$ cat config.mk
export PLATFORM = sky130hd
export DESIGN_NAME = lram_fifo
export DESIGN_NICKNAME = d
export VERILOG_FILES = /design/src/rtl/lram_pkg.sv /design/src/rtl/lram_fifo_ctrl_if.sv /design/src/rtl/lram_fifo.sv /design/src/rtl/main.sv /design/src/rtl/lram_fifo_ctrl.sv
export SDC_FILE = /design/constraint.sdc
export NUM_CORES = 1
export LEC_CHECK = 0
export CAP_MARGIN = 20
export CORE_MARGIN = 2
export CORE_UTILIZATION = 45
export DETAILED_ROUTE_END_ITERATION = 12
export GPL_ROUTABILITY_DRIVEN = 0
export PLACE_DENSITY = 0.73
export SETUP_SLACK_MARGIN = 0.05
export SYNTH_ARGS = -nofsm -noshare
export SYNTH_HDL_FRONTEND = slang
export SYNTH_SLANG_ARGS = --single-unit
$ cat constraint.sdc
create_clock -name clock -period 5.15 [get_ports clock]
set_clock_uncertainty 0.15 [all_clocks]
set_input_delay 0.515 -clock clock [delete_from_list [all_inputs] [get_ports clock]]
set_output_delay 0.515 -clock clock [all_outputs]
set_load 0.01 [all_outputs]
$ cat src/rtl/lram_pkg.sv
// Shared constants and types for the 8x8 distributed-RAM FIFO slice.
package lram_pkg;
  localparam int LRAM_DW    = 8;
  localparam int LRAM_AW    = 3;
  localparam int LRAM_DEPTH = 8;

  typedef logic [LRAM_AW-1:0] lram_addr_t;
  typedef logic [LRAM_DW-1:0] lram_data_t;
  typedef logic [LRAM_AW:0]   lram_cnt_t;
endpackage

$ cat src/rtl/lram_fifo_ctrl_if.sv
// Stream-in, stream-out and RAM-port bundle of the FIFO controller.
// The master side is the controller; the slave side is whoever drives it.
interface lram_fifo_ctrl_if;
  import lram_pkg::*;

  logic       in_valid;
  lram_data_t in_data;
  logic       in_ready;
  logic       out_valid;
  lram_data_t out_data;
  logic       out_ready;
  lram_addr_t ram_addr;
  lram_data_t ram_data;
  logic       ram_wen;
  lram_data_t ram_q;
  lram_cnt_t  count;

  modport master (
    input  in_valid, in_data, out_ready, ram_q,
    output in_ready, out_valid, out_data, ram_addr, ram_data, ram_wen, count
  );

  modport slave (
    output in_valid, in_data, out_ready, ram_q,
    input  in_ready, out_valid, out_data, ram_addr, ram_data, ram_wen, count
  );
endinterface

$ cat src/rtl/lram_fifo.sv
// Integration wrapper: FIFO controller wired to the RAM stage; 9-byte FIFO overall.
module lram_fifo
  import lram_pkg::*;
(
  input  logic       clock,
  input  logic       reset,
  input  logic       in_valid,
  input  lram_data_t in_data,
  output logic       in_ready,
  output logic       out_valid,
  output lram_data_t out_data,
  input  logic       out_ready,
  output lram_cnt_t  count
);

  lram_fifo_ctrl_if bus ();

  assign bus.in_valid  = in_valid;
  assign bus.in_data   = in_data;
  assign bus.out_ready = out_ready;
  assign in_ready      = bus.in_ready;
  assign out_valid     = bus.out_valid;
  assign out_data      = bus.out_data;
  assign count         = bus.count;

  lram_fifo_ctrl u_ctrl (
    .clock (clock),
    .reset (reset),
    .bus   (bus.master)
  );

  main u_ram (
    .clock (clock),
    .addr  (bus.ram_addr),
    .data  (bus.ram_data),
    .wen   (bus.ram_wen),
    .y     (bus.ram_q)
  );

endmodule

$ cat src/rtl/main.sv
// 8x8 distributed-RAM stage: synchronous write, asynchronous read at one shared address.
module main
  import lram_pkg::*;
(
  input  logic       clock,
  input  lram_addr_t addr,
  input  lram_data_t data,
  input  logic       wen,
  output lram_data_t y
);

  lram_data_t mem_q [LRAM_DEPTH];

  always_ff @(posedge clock) begin
    if (wen) begin
      mem_q[addr] <= data;
    end
  end

  assign y = mem_q[addr];

endmodule

$ cat src/rtl/lram_fifo_ctrl.sv
// FIFO controller around a single-address async-read RAM plus one output register.
// Each cycle is exactly one of read, write, bypass or idle because the RAM has one address.
module lram_fifo_ctrl
  import lram_pkg::*;
(
  input  logic             clock,
  input  logic             reset,
  lram_fifo_ctrl_if.master bus
);

  localparam lram_cnt_t  CNT_FULL = lram_cnt_t'(LRAM_DEPTH);
  localparam lram_cnt_t  CNT_ONE  = lram_cnt_t'(1);
  localparam lram_addr_t PTR_ONE  = lram_addr_t'(1);

  lram_addr_t wptr_q, wptr_d;
  lram_addr_t rptr_q, rptr_d;
  lram_cnt_t  count_q, count_d;
  logic       out_valid_q, out_valid_d;
  lram_data_t out_data_q, out_data_d;

  logic pop, slot_free, ram_empty, rd, byp, wr, in_ready;

  // A read refilling the output slot owns the RAM address, so it blocks writes.
  always_comb begin
    pop       = out_valid_q & bus.out_ready;
    slot_free = !out_valid_q | pop;
    ram_empty = (count_q == '0);
    rd        = slot_free & !ram_empty;
    byp       = slot_free & ram_empty & bus.in_valid;
    in_ready  = !reset & ((slot_free & ram_empty) | (!rd & (count_q != CNT_FULL)));
    wr        = bus.in_valid & in_ready & !byp;
  end

  assign bus.in_ready  = in_ready;
  assign bus.ram_addr  = rd ? rptr_q : wptr_q;
  assign bus.ram_wen   = wr & !reset;
  assign bus.ram_data  = bus.in_data;
  assign bus.out_valid = out_valid_q;
  assign bus.out_data  = out_data_q;
  assign bus.count     = count_q;

  always_comb begin
    wptr_d      = wptr_q;
    rptr_d      = rptr_q;
    count_d     = count_q;
    out_valid_d = out_valid_q;
    out_data_d  = out_data_q;

    if (rd) begin
      out_data_d  = bus.ram_q;
      out_valid_d = 1'b1;
      rptr_d      = rptr_q + PTR_ONE;
      count_d     = count_q - CNT_ONE;
    end else if (byp) begin
      out_data_d  = bus.in_data;
      out_valid_d = 1'b1;
    end else if (pop) begin
      out_valid_d = 1'b0;
    end

    if (wr) begin
      wptr_d  = wptr_q + PTR_ONE;
      count_d = count_q + CNT_ONE;
    end
  end

  always_ff @(posedge clock) begin
    if (reset) begin
      wptr_q      <= '0;
      rptr_q      <= '0;
      count_q     <= '0;
      out_valid_q <= 1'b0;
      out_data_q  <= '0;
    end else begin
      wptr_q      <= wptr_d;
      rptr_q      <= rptr_d;
      count_q     <= count_d;
      out_valid_q <= out_valid_d;
      out_data_q  <= out_data_d;
    end
  end

endmodule

# Word-level counts from Yosys, hierarchy flattened
# Memory sizes are Yosys's and may differ from the RTL's.
# Index checks and enable logic that the tools add are counted.
# totals
latchBits,0
regBits,19
ram_bits,64
romBits,0
n_memories,1
in_bits,12
output_inout_bits,14
# mem_list
memory,depth,word_bits,rd,rd_ports_with_merged_regs,wr,line,source
u_ram.mem_q,8,8,1,0,1,main.sv:12,lram_data_t mem_q [LRAM_DEPTH];
# op_classes
bitwise,11
n_eq_ne,1
addsub,4
div_mod_pow,0
order_cmp,0
muxes,10
reduce_logical,9
shifts,0
n_mul,0
# op_table
op,count
two-way mux 8 bit,2
bitwise AND 1 bit,9
two-way mux 4 bit,2
"adder 3 x 1 -> 3 bit, second input constant",2
logical NOT 1 bit,5
two-way mux 1 bit,5
"adder 4 x 1 -> 4 bit, second input constant",1
logical NOT 4 bit,1
"!= test 4 bit, second input constant",1
nonzero test 2 bit,2
"subtractor 4 x 1 -> 4 bit, second input constant",1
two-way mux 3 bit,1
nonzero test 3 bit,1
bitwise OR 1 bit,2

# Longest topological paths before layout
# depth
ltp_word,12
ltp_mapped,10
depth_no_buf,8

# Modules after synthesis
# From an unflattened synthesis, not the netlist that was laid out.
# hier_totals
cells_unflattened,235
hier_area_um2,3604.7
# modules_own_cells
module,seq_area_each_um2,cells_per_inst,instances,area_per_inst_um2
main,1921.8,121,1,2555.0
lram_fifo_ctrl,380.4,114,1,1049.8

# Worst setup path after synthesis
# OpenSTA, ideal clock, no wires.
# synth_path
kind,reg2reg
start,"reg u_ctrl.count_q[0], in the netlist u_ctrl.bus.count[0]"
end,"mem u_ram.mem_q[1][0] (netlist name), enable pin"
setup_slack_ns,2.295
t_required_ns,4.615
synth_period_minus_slack_ns,2.855
t_arrival_ns,2.320
path_buffers,2
stages_incl_launch_ff,7
setup_ns,0.385
path_cell_list,dfxtp_1 > or4_1 > buf_2 > a21oi_2 > clkbuf_1 > nor2_1 > nor3b_1
# synth_between
elab_chain_len,12
word_cells_on_any_way,17
classes_between,eq/ne: 1; mux: 3; bitwise: 9; reduce/logical: 4
# synth_lines
element,line,source
from (decl),lram_fifo_ctrl.sv:17,"lram_cnt_t count_q, count_d;"
from (signal assigned),lram_fifo_ctrl.sv:77,count_q <= count_d;
logical NOT 4 bit,lram_fifo_ctrl.sv:27,ram_empty = (count_q == '0);
logical NOT 1 bit,lram_fifo_ctrl.sv:28,rd = slot_free & !ram_empty;
bitwise AND 1 bit,lram_fifo_ctrl.sv:28,
logical NOT 1 bit,lram_fifo_ctrl.sv:30,in_ready = !reset & ((slot_free & ram_empty) | (!rd & (count_q != CNT_FULL)));
bitwise AND 1 bit,lram_fifo_ctrl.sv:30,
bitwise OR 1 bit,lram_fifo_ctrl.sv:30,
bitwise AND 1 bit,lram_fifo_ctrl.sv:30,
bitwise AND 1 bit (2 in series),lram_fifo_ctrl.sv:31,wr = bus.in_valid & in_ready & !byp;
bitwise AND 1 bit,lram_fifo_ctrl.sv:36,assign bus.ram_wen = wr & !reset;
two-way mux 1 bit,main.sv:15,if (wen) begin
two-way mux 1 bit (not written as such),main.sv:16,mem_q[addr] <= data;
to (decl),main.sv:12,
# Several ways; a longest one is shown, not always the timed one.

# Final worst setup path
# layout_path
start,"reg u_ctrl.count_q[0], in the netlist u_ctrl.bus.count[0]"
end,"mem u_ram.mem_q[5][1] (netlist name), enable pin"
# The elaborated chain is that of the path after synthesis.

==> results by group <==
Yosys
  • Synth area leader: edfxtp_1
  • Seq/Total Area, Yosys: 0.627
  • Cell count after synthesis: around 310
  • FFs w/ async S/R, synth: 0
  • Syn avg cell area: roughly 12 µm²
  • Synth top area cells: edfxtp_1, dfxtp_1, a21oi_1, nand3_1, nor3_1
  • Synth Area in Simple Gates: 0.139
  • Number of flops mapped to enable cells by yosys: 64
  • Synth warn: 0
  • Post-synthesis adder-cell area fraction: 0.0191
  • Cell Area, Synth: around 3700 µm²
  • Post-synthesis xor/xnor area fraction: 0.0119
  • Yosys top cell area share: 0.523
  • Complex-gate fraction of the synthesized area: 0.146
  • Post-synth top flop: edfxtp_1
  • Yosys reg bits: between 80 and 90
  • Largest family of logic cells by synthesized area: compound AO/OA/AOI/OAI gates
  • Syn Nets: 328
  • Yosys cell types: around 40
  • Multiplexer share of the synthesized area: 0.0276

Setup path
  • Critical path peak fanout: 24
  • CP top delay family: simple AND/OR/NAND/NOR gates
  • Critical Path Start Type: flip-flop
  • Buf/Inv on CP: 0
  • Most used cell along the critical path: nor2_1
  • CP Data Required Time: 4.98 ns
  • CP Capture Type: flip-flop
  • Crit path cell chain: or4_1 > a21oi_2 > nor2_1 > nor2_1
  • Critical Path AT: ~3.3 ns
  • Worst R2R Setup Slack: 1.71 ns
  • Largest stage delay on the critical path: about 0.82 ns
  • Crit-path slowest cell: or4_1
  • WS Path Type: flip-flop to flip-flop

Final layout
  • Diode count: 0
  • Filler Cells Inserted: 656
  • Area used by multi-input combinational logic: approximately 1300 µm²
  • Fin nets: ~350
  • Design area: ~4200 µm²
  • Layout cell share with drive strength beyond 1: 0.0804
  • Area grow syn2layout: 14.0%
  • Register Area: 2300 µm²

Floorplan
  • Core area: approximately 7800 µm²
  • Die Ht: 94.4 µm
  • Starting Density: 0.471
  • I/O Pins: 26
  • FP Rows: 32
  • Die area: 8900 µm²
  • Die W: approximately 94 µm

Global routing
  • Largest net degree at the start of global routing: 25
  • First-pass GRT wire length: approximately 14 mm
  • GRT overflow: 0
  • GRT Overall Usage: 0.215
  • Vias in the first global route: 2593
  • Initial antenna violation count: 0

Route
  • Iteration count of the initial detailed-routing pass: 7
  • Routed vias: approximately 2700
  • Initial drt markers: around 270
  • DRC viols: 0
  • WL/cell: about 20 µm
  • ANT nets after route: 0
  • Final WL: 8.92 mm
  • Via density: 6.09

CTS
  • Postcts setup bufs: 0
  • Clock-pin slew on the worst setup and hold paths: around 0.090 ns
  • CTS buffer count: 9
  • CTS tree: built
  • # hold bufs at CTS: 0
  • CTS Root Cell: clkbuf_8
  • Worst skew pair latency: between 0.3 and 0.4 ns
  • CTS max path bufs: 2
  • Htree depth: 3
  • Gates resized, CTS repair: 0
  • CTS Sinks: between 80 and 90

STA
  • Slew Limit Fails: 0
  • Final hold vios: 0
  • # setup viols final: 0
  • Period Utilization, post-route: 0.668
  • Setup ws final: between 1.5 and 2 ns
  • Setup TNS: 0 ns
  • Worst-Margin Slew: approximately 0.93 ns
  • Worst relative slew slack: 0.378
  • RSZ-0062 raised after global routing: false
  • Achievable frequency: a little under 300 MHz
  • Min Tclk post-route: 3.44 ns

Placement
  • Placed Area: 3970 µm²
  • DP HPWL: 6.04 mm
  • IO buf count: 25
  • Setup slack after placement: 1.41 ns

Flow run
  • Max Cap Violations: 0

Min path
  • Hold Crit Class: flip-flop to flip-flop

Outcome
  • Status: finished clean

Pwr
  • Worst vdd ir: about 0.22 mV
  • Static Leak: 1.37 nW
  • Power per cell area: roughly 470 nW/µm²
==> through the flow <==
step                instances  power [mW]  hold WS (ns)  utilization
finish                    438        1.99         0.385        0.536
global route              438        2.09         0.403        0.536
CTS                       435        1.99         0.377        0.534
detailed placement        419        1.53         0.363        0.509
global placement          419        1.51         0.356        0.509
floorplan                 311        1.31         0.326            -
==> logic make-up (layout without fill, tap and decap cells) <==
logic type / after synthesis / count (layout)
buf+inv: 25 / 50
mux: 10 / 10
compound gates: 85 / 85
fa+ha+maj: 5 / 5
xor+xnor: 5 / 5
flops: 83 / 83
simple gates: 98 / 98
==> cell usage after synthesis, types with 2 or more instances <==
cell type,number
a211oi_1,4
a21boi_0,5
a21oi_1,24
a311oi_1,3
a31oi_1,2
buf_2,6
clkbuf_1,13
dfxtp_1,19
edfxtp_1,64
ha_1,4
inv_1,4
mux2i_1,9
nand2_1,14
nand2b_1,5
nand3_1,23
nor2_1,15
nor2b_1,11
nor3_1,22
o21ai_0,22
o21ai_1,9
o221ai_1,3
o31a_1,3
o41a_1,5
or3_1,2
xnor2_1,4
==> area by class of cell <==
| cell class | instances | share of cell area |
|---|---|---|
| clock buffer | 9 | 0.0296 |
| clock inverter | 7 | 0.0176 |
| inverter | 4 | 0.00359 |
| multi-input combinational | 203 | 0.301 |
| sequential | 83 | 0.550 |
| tap | 102 | 0.0305 |
| timing repair buffer | 30 | 0.0675 |
==> layer usage <==
layer | wire length [µm] | global-route usage
met1 | 3640 | 0.272
met2 | 4280 | 0.347
met3 | 637 | 0.0439
met4 | 371 | 0.122
met5 | 0 | 0
==> registers in the layout (all words and copies together) (netlist names) <==
signal and cells:
u_ctrl.bus.out_data 8, u_ctrl.rptr_q 3, u_ctrl.bus.count 4, u_ctrl.bus.out_valid 1, u_ram.mem_q 64, u_ctrl.wptr_q 3
==> where the power goes <==
| group | total, mW | switching [mW] | leakage [nW] | internal [mW] |
|---|---|---|---|---|
| Sequential | 0.859 | 0.0796 | 0.732 | 0.780 |
| Combinational | 0.660 | 0.368 | 0.537 | 0.291 |
| Clock | 0.467 | 0.240 | 0.100 | 0.226 |
==> final timing paths <==
kind,depth (start not counted),from,end
worst min register to register,2,u_ctrl.rptr_q[1],u_ctrl.rptr_q[1]
worst min-delay path,2,u_ctrl.rptr_q[1],u_ctrl.rptr_q[1]
worst max register to register,4,u_ctrl.bus.count[0],u_ram.mem_q[5][1]
worst max-delay path,4,u_ctrl.bus.count[0],u_ram.mem_q[5][1]
==> worst register-to-register path, cell delays in order (launching register included) <==
cell     delay (ns)
dfxtp_1        0.42
or4_1          0.82
a21oi_2        0.82
nor2_1         0.20
nor2_1         0.66
==> cells in the final DEF (no fill, tap or decap), types with 2 or more instances in the layout <==
master,count
a311oi_1,3
ha_1,4
edfxtp_1,64
o221ai_1,3
nor3_1,22
clkdlybuf4s50_1,25
nand3_1,23
o21ai_1,9
o21ai_0,22
inv_1,4
dfxtp_1,19
xnor2_1,4
buf_2,2
clkbuf_8,9
a211oi_1,4
mux2i_1,9
nand2_1,14
clkinv_2,2
nor2b_1,11
nor2_1,15
buf_4,2
o41a_1,5
nand2b_1,5
a31oi_1,2
inv_6,2
o31a_1,3
a21oi_1,24
a21boi_0,5
or3_1,2
(Power assumes the default switching activity.)
